<file path="src/rtl/mem_program_loader_if.sv">
// Byte-stream input and memory write-port bundle for the program loader.
// The stream side uses valid/ready; the write port is a plain registered strobe.
interface mem_program_loader_if #(
  parameter int ADDR_WIDTH = 16,
  parameter int DATA_WIDTH = 16
);
  logic [7:0]            in_data;
  logic                  in_valid;
  logic                  in_ready;
  logic [ADDR_WIDTH-1:0] w_addr;
  logic [DATA_WIDTH-1:0] w_data;
  logic                  w_en;

  // Handshake: a byte moves on a rising clk edge where in_valid && in_ready;
  // the producer holds in_data stable while in_valid is high and not yet taken.
  modport master (
    input  in_data, in_valid,
    output in_ready, w_addr, w_data, w_en
  );

  modport slave (
    output in_data, in_valid,
    input  in_ready, w_addr, w_data, w_en
  );
endinterface

</file>
<file path="src/rtl/mem_program_loader.sv">
// Framed byte-stream loader: parses sync/addr/count/data/checksum frames and
// writes big-endian 16-bit words into consecutive memory addresses.
module mem_program_loader #(
  parameter int ADDR_WIDTH = 16,
  parameter int DATA_WIDTH = 16,
  parameter int N_ELEMENTS = 128
) (
  input  logic                  clk,
  input  logic                  rst,
  mem_program_loader_if.master  bus,
  output logic                  cpu_hold,
  output logic                  done,
  output logic                  err,
  output logic [ADDR_WIDTH-1:0] words_written,
  output logic [3:0]            state_dbg
);

  typedef enum logic [3:0] {
    S_IDLE, S_ADDR_HI, S_ADDR_LO, S_CNT_HI, S_CNT_LO,
    S_DATA_HI, S_DATA_LO, S_WRITE, S_CHK
  } state_t;

  state_t state, state_next;

  logic [7:0]            addr_hi_q;
  logic [15:0]           start_addr;
  logic [7:0]            cnt_hi_q;
  logic [15:0]           cnt;
  logic [15:0]           idx;
  logic [7:0]            data_hi_q;
  logic [7:0]            acc;
  logic                  range_flag;

  logic                  accept;
  logic [ADDR_WIDTH-1:0] cur_addr;
  logic                  in_range;
  logic                  more_words;

  assign bus.in_ready = !rst && (state != S_WRITE);
  assign accept       = bus.in_valid && bus.in_ready;
  assign state_dbg    = state;

  // Address wraps at 2^ADDR_WIDTH; range check is done on the wrapped value.
  assign cur_addr   = ADDR_WIDTH'(start_addr) + ADDR_WIDTH'(idx);
  assign in_range   = 32'(cur_addr) < 32'(N_ELEMENTS);
  assign more_words = ({1'b0, idx} + 17'd1) < {1'b0, cnt};

  always_comb begin
    state_next = state;
    case (state)
      S_IDLE:    if (accept && bus.in_data == 8'hA5) state_next = S_ADDR_HI;
      S_ADDR_HI: if (accept) state_next = S_ADDR_LO;
      S_ADDR_LO: if (accept) state_next = S_CNT_HI;
      S_CNT_HI:  if (accept) state_next = S_CNT_LO;
      S_CNT_LO:  if (accept) state_next = ({cnt_hi_q, bus.in_data} != 16'd0) ? S_DATA_HI : S_CHK;
      S_DATA_HI: if (accept) state_next = S_DATA_LO;
      S_DATA_LO: if (accept) state_next = S_WRITE;
      S_WRITE:   state_next = more_words ? S_DATA_HI : S_CHK;
      S_CHK:     if (accept) state_next = S_IDLE;
      default:   state_next = S_IDLE;
    endcase
  end

  always_ff @(posedge clk) begin
    if (rst) begin
      state         <= S_IDLE;
      addr_hi_q     <= '0;
      start_addr    <= '0;
      cnt_hi_q      <= '0;
      cnt           <= '0;
      idx           <= '0;
      data_hi_q     <= '0;
      acc           <= '0;
      range_flag    <= 1'b0;
      bus.w_addr    <= '0;
      bus.w_data    <= '0;
      bus.w_en      <= 1'b0;
      cpu_hold      <= 1'b0;
      done          <= 1'b0;
      err           <= 1'b0;
      words_written <= '0;
    end else begin
      state    <= state_next;
      bus.w_en <= 1'b0;
      case (state)
        S_IDLE: begin
          if (accept && bus.in_data == 8'hA5) begin
            cpu_hold      <= 1'b1;
            done          <= 1'b0;
            err           <= 1'b0;
            words_written <= '0;
            acc           <= '0;
            range_flag    <= 1'b0;
            idx           <= '0;
          end
        end
        S_ADDR_HI: if (accept) addr_hi_q  <= bus.in_data;
        S_ADDR_LO: if (accept) start_addr <= {addr_hi_q, bus.in_data};
        S_CNT_HI:  if (accept) cnt_hi_q   <= bus.in_data;
        S_CNT_LO:  if (accept) cnt        <= {cnt_hi_q, bus.in_data};
        S_DATA_HI: begin
          if (accept) begin
            data_hi_q <= bus.in_data;
            acc       <= acc ^ bus.in_data;
          end
        end
        S_DATA_LO: begin
          // Write strobe is registered here so it lands in the WRITE cycle.
          if (accept) begin
            acc <= acc ^ bus.in_data;
            if (in_range) begin
              bus.w_en      <= 1'b1;
              bus.w_addr    <= cur_addr;
              bus.w_data    <= DATA_WIDTH'({data_hi_q, bus.in_data});
              words_written <= words_written + ADDR_WIDTH'(1);
            end else begin
              range_flag <= 1'b1;
            end
          end
        end
        S_WRITE: idx <= idx + 16'd1;
        S_CHK: begin
          if (accept) begin
            cpu_hold <= 1'b0;
            if (bus.in_data == acc && !range_flag) done <= 1'b1;
            else                                   err  <= 1'b1;
          end
        end
        default: ;
      endcase
    end
  end

endmodule

</file>
<file path="src/flat_wrapper.sv">
// flat-port wrapper written by rule: the top's interface ports become plain ports
module mem_program_loader_flat 
#(
  parameter int ADDR_WIDTH = 16,
  parameter int DATA_WIDTH = 16,
  parameter int N_ELEMENTS = 128
)
  (clk, rst, cpu_hold, done, err, words_written, state_dbg, bus_in_data, bus_in_valid, bus_in_ready, bus_w_addr, bus_w_data, bus_w_en);
  mem_program_loader_if #(.ADDR_WIDTH(ADDR_WIDTH), .DATA_WIDTH(DATA_WIDTH)) bus_i ();
  input  logic clk;
  input  logic rst;
  output logic cpu_hold;
  output logic done;
  output logic err;
  output logic [ADDR_WIDTH-1:0] words_written;
  output logic [3:0] state_dbg;
  input wire logic [$bits(bus_i.in_data)-1:0] bus_in_data;
  input wire logic [$bits(bus_i.in_valid)-1:0] bus_in_valid;
  output wire logic [$bits(bus_i.in_ready)-1:0] bus_in_ready;
  output wire logic [$bits(bus_i.w_addr)-1:0] bus_w_addr;
  output wire logic [$bits(bus_i.w_data)-1:0] bus_w_data;
  output wire logic [$bits(bus_i.w_en)-1:0] bus_w_en;
  assign bus_i.in_data = bus_in_data;
  assign bus_i.in_valid = bus_in_valid;
  assign bus_in_ready = bus_i.in_ready;
  assign bus_w_addr = bus_i.w_addr;
  assign bus_w_data = bus_i.w_data;
  assign bus_w_en = bus_i.w_en;
  mem_program_loader #(.ADDR_WIDTH(ADDR_WIDTH), .DATA_WIDTH(DATA_WIDTH), .N_ELEMENTS(N_ELEMENTS)) u_core (.clk(clk), .rst(rst), .bus(bus_i), .cpu_hold(cpu_hold), .done(done), .err(err), .words_written(words_written), .state_dbg(state_dbg));
endmodule
</file>
<file path="config.mk">
export PLATFORM = sky130hd
export DESIGN_NAME = mem_program_loader_flat
export DESIGN_NICKNAME = d
export VERILOG_FILES = /design/src/rtl/mem_program_loader_if.sv /design/src/rtl/mem_program_loader.sv /design/src/flat_wrapper.sv
export SDC_FILE = /design/constraint.sdc
export NUM_CORES = 1
export LEC_CHECK = 0
export ABC_AREA = 1
export CELL_PAD_IN_SITES_DETAIL_PLACEMENT = 1
export CELL_PAD_IN_SITES_GLOBAL_PLACEMENT = 1
export CORE_MARGIN = 3
export CORE_UTILIZATION = 35
export CTS_BUF_LIST = sky130_fd_sc_hd__clkbuf_16
export DETAILED_ROUTE_END_ITERATION = 10
export GPL_TIMING_DRIVEN = 0
export PLACE_DENSITY_LB_ADDON = 0.1
export SLEW_MARGIN = 20
export SYNTH_ARGS = -nofsm -noshare
export SYNTH_HDL_FRONTEND = slang
export SYNTH_SLANG_ARGS = --single-unit
export TNS_END_PERCENT = 5
</file>
<file path="constraint.sdc">
create_clock -name clk -period 8 [get_ports clk]
set_clock_uncertainty 0.2 [all_clocks]
set_input_delay 0.8 -clock clk [delete_from_list [all_inputs] [get_ports clk]]
set_output_delay 0.8 -clock clk [all_outputs]
set_load 0.01 [all_outputs]
</file>
# Yosys cells after proc, flatten, opt, wreduce, memory -nomap -nowiden
# Index checks and enable logic that the tools add are counted.
# classes
n_eq_ne	24
n_addsub	4
n_reduce_logical	28
bitwise_logic	3
order_cmp	2
n_mux	33
# ops
op	count
16-bit case mux with 2 select lines	2
16-bit 2-to-1 mux	3
4-bit 2-to-1 mux	10
4-bit case mux with 9 select lines	1
16-bit by 1-bit adder with 16-bit output, second input constant	2
2-bit by 1-bit inequality test with 1-bit output, second input constant	11
16-bit by 1-bit adder with 17-bit output, second input constant	1
17-bit by 16-bit less-than comparator with 1-bit output	1
16-bit adder	1
4-bit by 3-bit == test with 1-bit output, second input constant	4
16-bit by 8-bit less-than comparator with 1-bit output, second input constant	1
8-bit 2-to-1 mux	2
8-bit case mux with 2 select lines	1
4-bit AND reduction	4
16-bit nonzero test	1
2-bit AND reduction	6
1-bit 2-to-1 mux	10
3-bit AND reduction	3
4-bit by 2-bit == test with 1-bit output, second input constant	2
8-bit == test	1
8-bit == test, second input constant	1
1-bit case mux with 2 select lines	4
8-bit AND reduction	1
2-bit nonzero test	4
11 further kinds	17
# totals
regBits	137
out_inout_bits	57
wordCells	110
in_bits	11

# Longest topological paths before layout
# Gate-level depths: netlist of the first run.
# logic_depth
depth_word	6
mapped_depth	21
ltp_nobuf	21

# Least setup slack after synthesis of the first run
# Ideal clock, no wire load.
# synth_timing
path_kind	reg-to-reg
start	reg u_core.idx[1]
end	reg u_core.state[3], in the netlist u_core.state_dbg[3]
setup_time_ns	0.132
arrival_ns	2.658
path_buffers	0
slack_ns	5.010
stages_incl_launch_ff	22
t_required_ns	7.668
synth_period_minus_slack_ns	2.990
cell_sequence	dfxtp_1 -> ha_1 -> nand3_1 -> nor3_1 -> inv_1 -> nor2_1 -> inv_1 -> nor2_2 -> inv_1 -> nor2_1 -> xor2_1 -> ha_1 -> nand2_1 -> nor2_1 -> a211oi_1 -> nor2_1 -> nor2_1 -> nand3_1 -> nand2_1 -> o21ai_0 -> nand2_1 -> a21oi_1
# synth_via
elab_chain_cells	4
# synth_rtl
item	line	source
start: declaration	mem_program_loader.sv:29	logic [15:0] idx;
start signal: assignment	mem_program_loader.sv:121	S_WRITE: idx <= idx + 16'd1;
16-bit by 1-bit adder with 17-bit output	mem_program_loader.sv:46	assign more_words = ({1'b0, idx} + 17'd1) < {1'b0, cnt};
17-bit by 16-bit less-than comparator with 1-bit output	mem_program_loader.sv:46	
4-bit 2-to-1 mux	mem_program_loader.sv:58	S_WRITE: state_next = more_words ? S_DATA_HI : S_CHK;
4-bit case mux with 9 select lines	mem_program_loader.sv:50	case (state)
end signal: assignment	mem_program_loader.sv:83	state <= state_next;
end: declaration	mem_program_loader.sv:23	state_t state, state_next;
# No other way between the ends.
# A chain may end at the register's enable or synchronous reset.

# Worst setup path in the final report of the first run
# Ends and elaborated chain as after synthesis.

==> metrics.md, run 1 <==
| Metric | Value |
|---|---|
| Status | complete, no violations |
| Crit Path Max Fanout | 5 |
| Global Route Usage Sum | 0.207 |
| Detailed Route Iter0 Violations | between 300 and 400 |
| First-pass GRT wire length | approximately 36000 um |
| Share of post-route cells with drive strength above 1 | 0.0609 |
| Post-CTS setup buffers | 0 |
| RSZ-0062 raised after global routing | no |
| Sum Neg Setup Slack | 0 ps |
| Register area share after synthesis | 0.389 |
| Site Rows | a little over 50 |
| Complex-gate fraction of the synthesized area | 0.163 |
| Die area | 0.0219 mm^2 |
| Critical path startpoint category | register |
| Cell area power density | around 190 mW/mm^2 |
| CP max stage delay | 450 ps |
| Hold_buf cts | 0 |
| Via/cell ratio | 4.92 |
| Worst skew pair latency | ~420 ps |
| Syn Inst Count | between 1000 and 1500 |
| Top cell type's share of synthesized area | 0.389 |
| # Max-Cap Violations | 0 |
| CTS tree | done |
| Hold WC Path Type | register to register |
| Sequential share of power | 0.423 |
| Detailed-route via count | between 6000 and 7000 |
| Int Pwr | approximately 0.0013 W |
| Drt total wl | about 22000 um |
| Initial antenna violation count | 0 |
| Wire length per cell | about 16 um |
| Fin crit share | 0.460 |
| Routed Antenna Nets | 0 |
| Post-layout net count | between 1000 and 1500 |
| Peak VDD IR | about 0.00015 V |
| Syn_nets | around 1000 |
| Sw Ratio | 0.212 |
| Main combinational cell family by area after synthesis | simple AND/OR/NAND/NOR gates |
| Worst path cell trace | ha_1 > nand3_1 > nor3_1 > inv_1 > nor2_1 > inv_1 > nor2_2 > inv_1 > nor2_1 > xor2_1 > ha_1 > nand2_1 > nor2_1 > a211oi_1 > nor2_1 > nor2_1 > nand3_1 > nand2_1 > o21ai_0 > nand2_1 > a21oi_1 |
| Port bufs | 67 |
| Mapped cell area | 0.00704 mm^2 |
| Grt ovf | 0 |
| NetSw | 0.000344 W |
| Area contributors post-synth | dfxtp_1 39%, nand2_1 10%, a21oi_1 7.6%, inv_1 6.6%, o21ai_0 6.1% |
| N_diodes | 0 |
| Final count of pins violating max slew | 0 |
| Core area | a little under 0.02 mm^2 |
| Die Y | between 100 and 150 um |
| Cell taking the most area after synthesis | dfxtp_1 |
| Synth Area in Simple Gates | 0.258 |
| RD Place Congestion | roughly 0.84 |
| Critical Path Sink Type | register |
| Buffer and inverter count on the worst path | 3 |
| Critical Path AT | around 3800 ps |
| Post-DP HPWL | roughly 17000 um |
| Mux cell area share after synthesis | 0 |
| Worst-path clk slew | 60 ps |
| Top cells by count, synth | 197 x nand2_1, 137 x dfxtp_1, 124 x inv_1 |
| Final core occ | 0.444 |
| Yosys cell types | 37 |
| Worst-margin pin slew | approximately 640 ps |
| Logic pwr share | 0.032 |
| CP top delay family | simple AND/OR/NAND/NOR gates |
| Vias in the first global route | approximately 6800 |
| CTS Buf Count | 17 |
| Syn_area_per_cell | 7.03 um^2 |
| Finish-stage setup viols | 0 |
| # H-tree levels | 4 |
| CTS resizes | 0 |
| Synthesis Warnings | 0 |
| Cell Count, Final, Fillers Out | roughly 1400 |
| Max Buffers Root-to-Sink | 2 |
| # fillers | about 2500 |
| Top-Level Pins | 68 |
| Synth Area in XOR/XNOR | 0.0386 |
| Pin count of the biggest net entering global routing | 17 |
| Synth Area in Adders | 0.0597 |
| Die X | around 150 um |
| Layout area overhead | 23.5% |
| EDFF count, synth | 0 |
| Root buffer cell | clkbuf_16 |
| Rel. slew slack | 0.573 |
| Hold Vio Cnt, Final | 0 |
| Initial core utilization | 0.360 |
| Post-synth ARST share | 0 |
| Leakage | a little under 4 nW |
| First-pass DRT Iterations | 4 |
| DRC viols | 0 |
| Cell with the most instances after synthesis | nand2_1 |
| Critical Path Slowest Stage Cell | dfxtp_1 |
| Clock sink count | about 140 |
| Type of the worst setup path | register to register |
| Tmin final | roughly 3700 ps |
| Most used cell, CP | nor2_1 |
| Placed instance count | approximately 1300 |
| Fmax achieved | ~270 MHz |
| Clk pwr share | 0.545 |
| Ys flop type | dfxtp_1 |
| Data required, critical path | ~8000 ps |
| Number of synthesized register bits | 137 |
[through the flow]
stage / area (um^2) / power [W] / hold slack [ps] / worst slack (ps)
global placement: 8050 / 0.000753 / 237 / 4360
global route: 8700 / 0.00167 / 270 / 3840
floorplan: 7040 / 0.000726 / 224 / 5010
detailed placement: 8050 / 0.000753 / 247 / 4370
finish: 8700 / 0.00162 / 253 / 4320
CTS: 8700 / 0.00164 / 255 / 4310
[per-layer routing]
layer  track usage  wire, um  vias up
li1              -         -     3437
met1         0.277     10600     3167
met2         0.349     10500       84
met3        0.0294       624       23
met4        0.0633       333        0
met5             0         0        -
[tightest hold or removal path: stages (launching register included)]
cell and delay, ps:
dfxtp_1 300, nand3_1 70, inv_1 30
[cell type report]
cell class,count,area [um^2],area share
plain buffers,33,156,0.0180
clock buffers,17,425,0.0489
clock inverters,14,229,0.0263
inverters,129,485,0.0558
multi-input cells,703,3660,0.421
flip-flops and latches,137,2740,0.315
well taps,265,332,0.0381
repair buffers,67,671,0.0771
[state kept, by name (all words and copies together) (netlist names)]
register / count
u_core.state_dbg: 4
u_core.bus.w_en: 1
u_core.err: 1
u_core.bus.w_data: 16
u_core.words_written: 16
u_core.start_addr: 16
u_core.done: 1
u_core.range_flag: 1
u_core.acc: 8
u_core.data_hi_q: 8
u_core.cnt: 16
u_core.cnt_hi_q: 8
u_core.addr_hi_q: 8
u_core.idx: 16
u_core.bus.w_addr: 16
u_core.cpu_hold: 1
[power groups by stage]
stage          Combinational (W)  Sequential, W  Clock (W)
4_1_cts                0.0000524       0.000686   0.000898
3_3_place_gp           0.0000518       0.000701          0
3_5_place_dp           0.0000518       0.000701          0
2_1_floorplan          0.0000250       0.000701          0
6_report               0.0000523       0.000686   0.000885
5_1_grt                0.0000573       0.000686   0.000925
[cells in the final DEF (no fill, tap or decap), types with 4 or more instances in the layout]
cell,instances
o21ai_0,86
nand2_2,10
bufinv_16,6
nand2_1,197
nor2_1,114
xor2_1,17
inv_2,4
nand3_1,51
clkbuf_1,18
o211a_1,8
clkbuf_16,17
ha_1,32
nor3_1,11
o21ai_1,9
nand4_1,19
dfxtp_1,137
clkdlybuf4s50_1,67
a21oi_1,107
xnor2_1,14
buf_2,8
inv_1,124
nor2_2,5
[kinds of logic (layout without fill, tap and decap cells)]
| logic type | count (synthesis) | in the layout |
|---|---|---|
| simple gates | 422 | 422 |
| compound gates | 217 | 217 |
| buf+inv | 162 | 260 |
| flops | 137 | 137 |
| fa+ha+maj | 33 | 33 |
| xor+xnor | 31 | 31 |
[final timing paths]
| check | slack [ps] | cells past startpoint | from | end |
|---|---|---|---|---|
| worst max-delay path | 4320 | 21 | u_core.idx[1]$_SDFFE_PP0P_ | u_core.state_dbg[3]$_SDFFE_PP0P_ |
| worst min-delay path | 250 | 2 | u_core.bus.w_addr[8]$_SDFFE_PP0P_ | u_core.bus.w_addr[8]$_SDFFE_PP0P_ |
| worst max register to register | 4320 | 21 | u_core.idx[1]$_SDFFE_PP0P_ | u_core.state_dbg[3]$_SDFFE_PP0P_ |
| worst min register to register | 250 | 2 | u_core.bus.w_addr[8]$_SDFFE_PP0P_ | u_core.bus.w_addr[8]$_SDFFE_PP0P_ |
(Power assumes the default switching activity.)
==> run 2: changes to the inputs <==
- clock period: 8 -> 3.3 ns (I/O delays scaled with it)
==> run 2 against run 1 <==
  * Via count rose by 0.73%
  * Sequential share of layout area fell by 0.47 points
  * Die area unchanged
  * Sequential power is 140% higher
  * Cell area is 1.9% higher
  * Count of clock-buffer cells in the layout did not move
  * Final cell count increased by 0.29%
  * Utilization up 0.83 points
  * Power up 140%
  * Largest cell class unchanged
==> metrics.md, run 2 (synthesis results as in run 1) <==
| Metric | Value |
|---|---|
| CTS tree | done |
| Root buffer cell | clkbuf_16 |
| Worst skew pair latency | roughly 420 ps |
| Die X | 148 um |
| Die area | ~0.022 mm^2 |
| Detailed-route via count | between 6000 and 7000 |
| Drt total wl | roughly 22000 um |
| Worst slack at placement | -332 ps |
| RSZ-0062 raised after global routing | yes |
| Detailed Route Iter0 Violations | a little under 300 |
| CP max stage delay | approximately 380 ps |
| CTS Buf Count | 17 |
| Crit Path Max Fanout | 3 |
| Critical Path Sink Type | register |
| Most used cell, CP | nor2_2 |
| Fin crit share | 0.985 |
| Core area | ~0.020 mm^2 |
| Post-DP HPWL | between 15000 and 20000 um |
| Final Total Pwr | 0.00394 W |
| Grt ovf | 0 |
| Wire length per cell | 16.4 um |
| Critical Path AT | about 3400 ps |
| Rel. slew slack | 0.563 |
| Worst-path clk slew | around 60 ps |
| # Max-Cap Violations | 0 |
| First-pass DRT Iterations | 4 |
| Initial core utilization | 0.360 |
| Peak VDD IR | 0.000365 V |
| Final Worst Setup Slack | roughly 50 ps |
| Post-layout net count | 1136 |
| Pin count of the biggest net entering global routing | 17 |
| RD Place Congestion | roughly 0.84 |
| Share of post-route cells with drive strength above 1 | 0.0851 |
| Worst-margin pin slew | about 660 ps |
| Via/cell ratio | 4.94 |
| # H-tree levels | 4 |
| Met2 wire len | 10800 um |
| Initial antenna violation count | 0 |
| Leakage | about 3.9 nW |
| Finish-stage setup viols | 0 |
| Uppermost routed layer | met4 |
| First-pass GRT wire length | roughly 36000 um |
| Status | complete, no violations |
| Sum Neg Setup Slack | 0 ps |
| Routed met1 length | about 11000 um |
| Hold Vio Cnt, Final | 0 |
| Routed Antenna Nets | 0 |
| Site Rows | between 50 and 60 |
| FF/Latch Area | roughly 0.0028 mm^2 |
| Max Buffers Root-to-Sink | 2 |
| Port bufs | 67 |
| Type of the worst setup path | register to register |
| Hold WC Path Type | register to register |
| Met3 WL | around 640 um |
| Cell area power density | between 400 and 500 mW/mm^2 |
| Die Y | about 150 um |
| N_diodes | 0 |
| Cell Count, Final, Fillers Out | about 1400 |
| Vias in the first global route | 6888 |
| Layout area overhead | 25.8% |
| Final count of pins violating max slew | 0 |
| Critical Path Slowest Stage Cell | dfxtp_4 |
| Multi-input combinational cell area | around 0.0038 mm^2 |
| DRC viols | 0 |
| Most frequent cells in the layout | 195 x nand2_1, 133 x dfxtp_1, 123 x inv_1 |
| Top-Level Pins | between 60 and 70 |
| Fmax achieved | 308 MHz |
| # fillers | 2493 |
| Data required, critical path | about 3500 ps |
| Worst path cell trace | ha_4 > nand3_4 > nor3_4 > inv_1 > nor2_2 > inv_1 > nor2_2 > inv_2 > nor3_2 > xor2_1 > ha_1 > a21oi_2 > o211ai_1 > nor2_2 > nand4_1 > nand3_1 > nand2_1 > a21oi_2 |
| Worst hold margin | about 250 ps |
| Tmin final | approximately 3300 ps |
| Critical path startpoint category | register |
| Commonest non-fill, non-tap cell in the layout | nand2_1 |
| Placed instance count | roughly 1300 |
| Clock sink count | ~140 |
| Global Route Usage Sum | 0.209 |
-- run 2: report_power, final --
part,internal (W),leakage [nW],switching [W]
clock,0.00140,0.311,0.000748
sequential,0.00166,1.11,0.00000439
combinational,0.0000380,2.49,0.0000895
total,0.00310,3.90,0.000842
-- run 2: cell type report --
type | count | area share
plain buffers | 33 | 0.0179
clock buffers | 17 | 0.0480
clock inverters | 14 | 0.0258
inverters | 129 | 0.0549
multi-input cells | 703 | 0.425
flip-flops and latches | 137 | 0.311
well taps | 265 | 0.0374
repair buffers | 71 | 0.0805
-- run 2: final timing paths --
kind,from,to,slack (ps),depth (start not counted)
setup / recovery,u_core.idx[0]$_SDFFE_PP0P_,u_core.state_dbg[2]$_SDFFE_PP0P_,50,18
setup reg to reg,u_core.idx[0]$_SDFFE_PP0P_,u_core.state_dbg[2]$_SDFFE_PP0P_,50,18
hold / removal,u_core.bus.w_addr[8]$_SDFFE_PP0P_,u_core.bus.w_addr[8]$_SDFFE_PP0P_,250,2
hold reg to reg,u_core.bus.w_addr[8]$_SDFFE_PP0P_,u_core.bus.w_addr[8]$_SDFFE_PP0P_,250,2
-- run 2: worst max-delay path, delay by kind of cell, from the launching register on --
kind | cells | cell delay, ps
compound gates | 3 | 370
xor+xnor | 1 | 260
fa+ha+maj | 2 | 460
buf+inv | 3 | 200
flops | 1 | 380
simple gates | 9 | 1310
-- run 2: layer usage --
layer | track usage | vias up
met5 | 0 | -
li1 | - | 3435
met2 | 0.353 | 96
met1 | 0.277 | 3207
met4 | 0.0633 | 0
met3 | 0.0294 | 22
-- run 2: repair_timing --
item,in CTS,in global routing
hold buffers,0,0
buffers inserted,3,1
resized for setup,13,18
pin swaps,6,8
endpoints found under the setup margin,3,39
-- run 2: stage by stage --
| stage | instance area, um^2 | util |
|---|---|---|
| final | 8860 | 0.452 |
| after global routing | 8860 | 0.452 |
| after CTS | 8780 | 0.448 |
| after detailed placement | 8050 | 0.411 |
| after global placement | 8050 | 0.411 |
| after floorplan | 7040 | - |
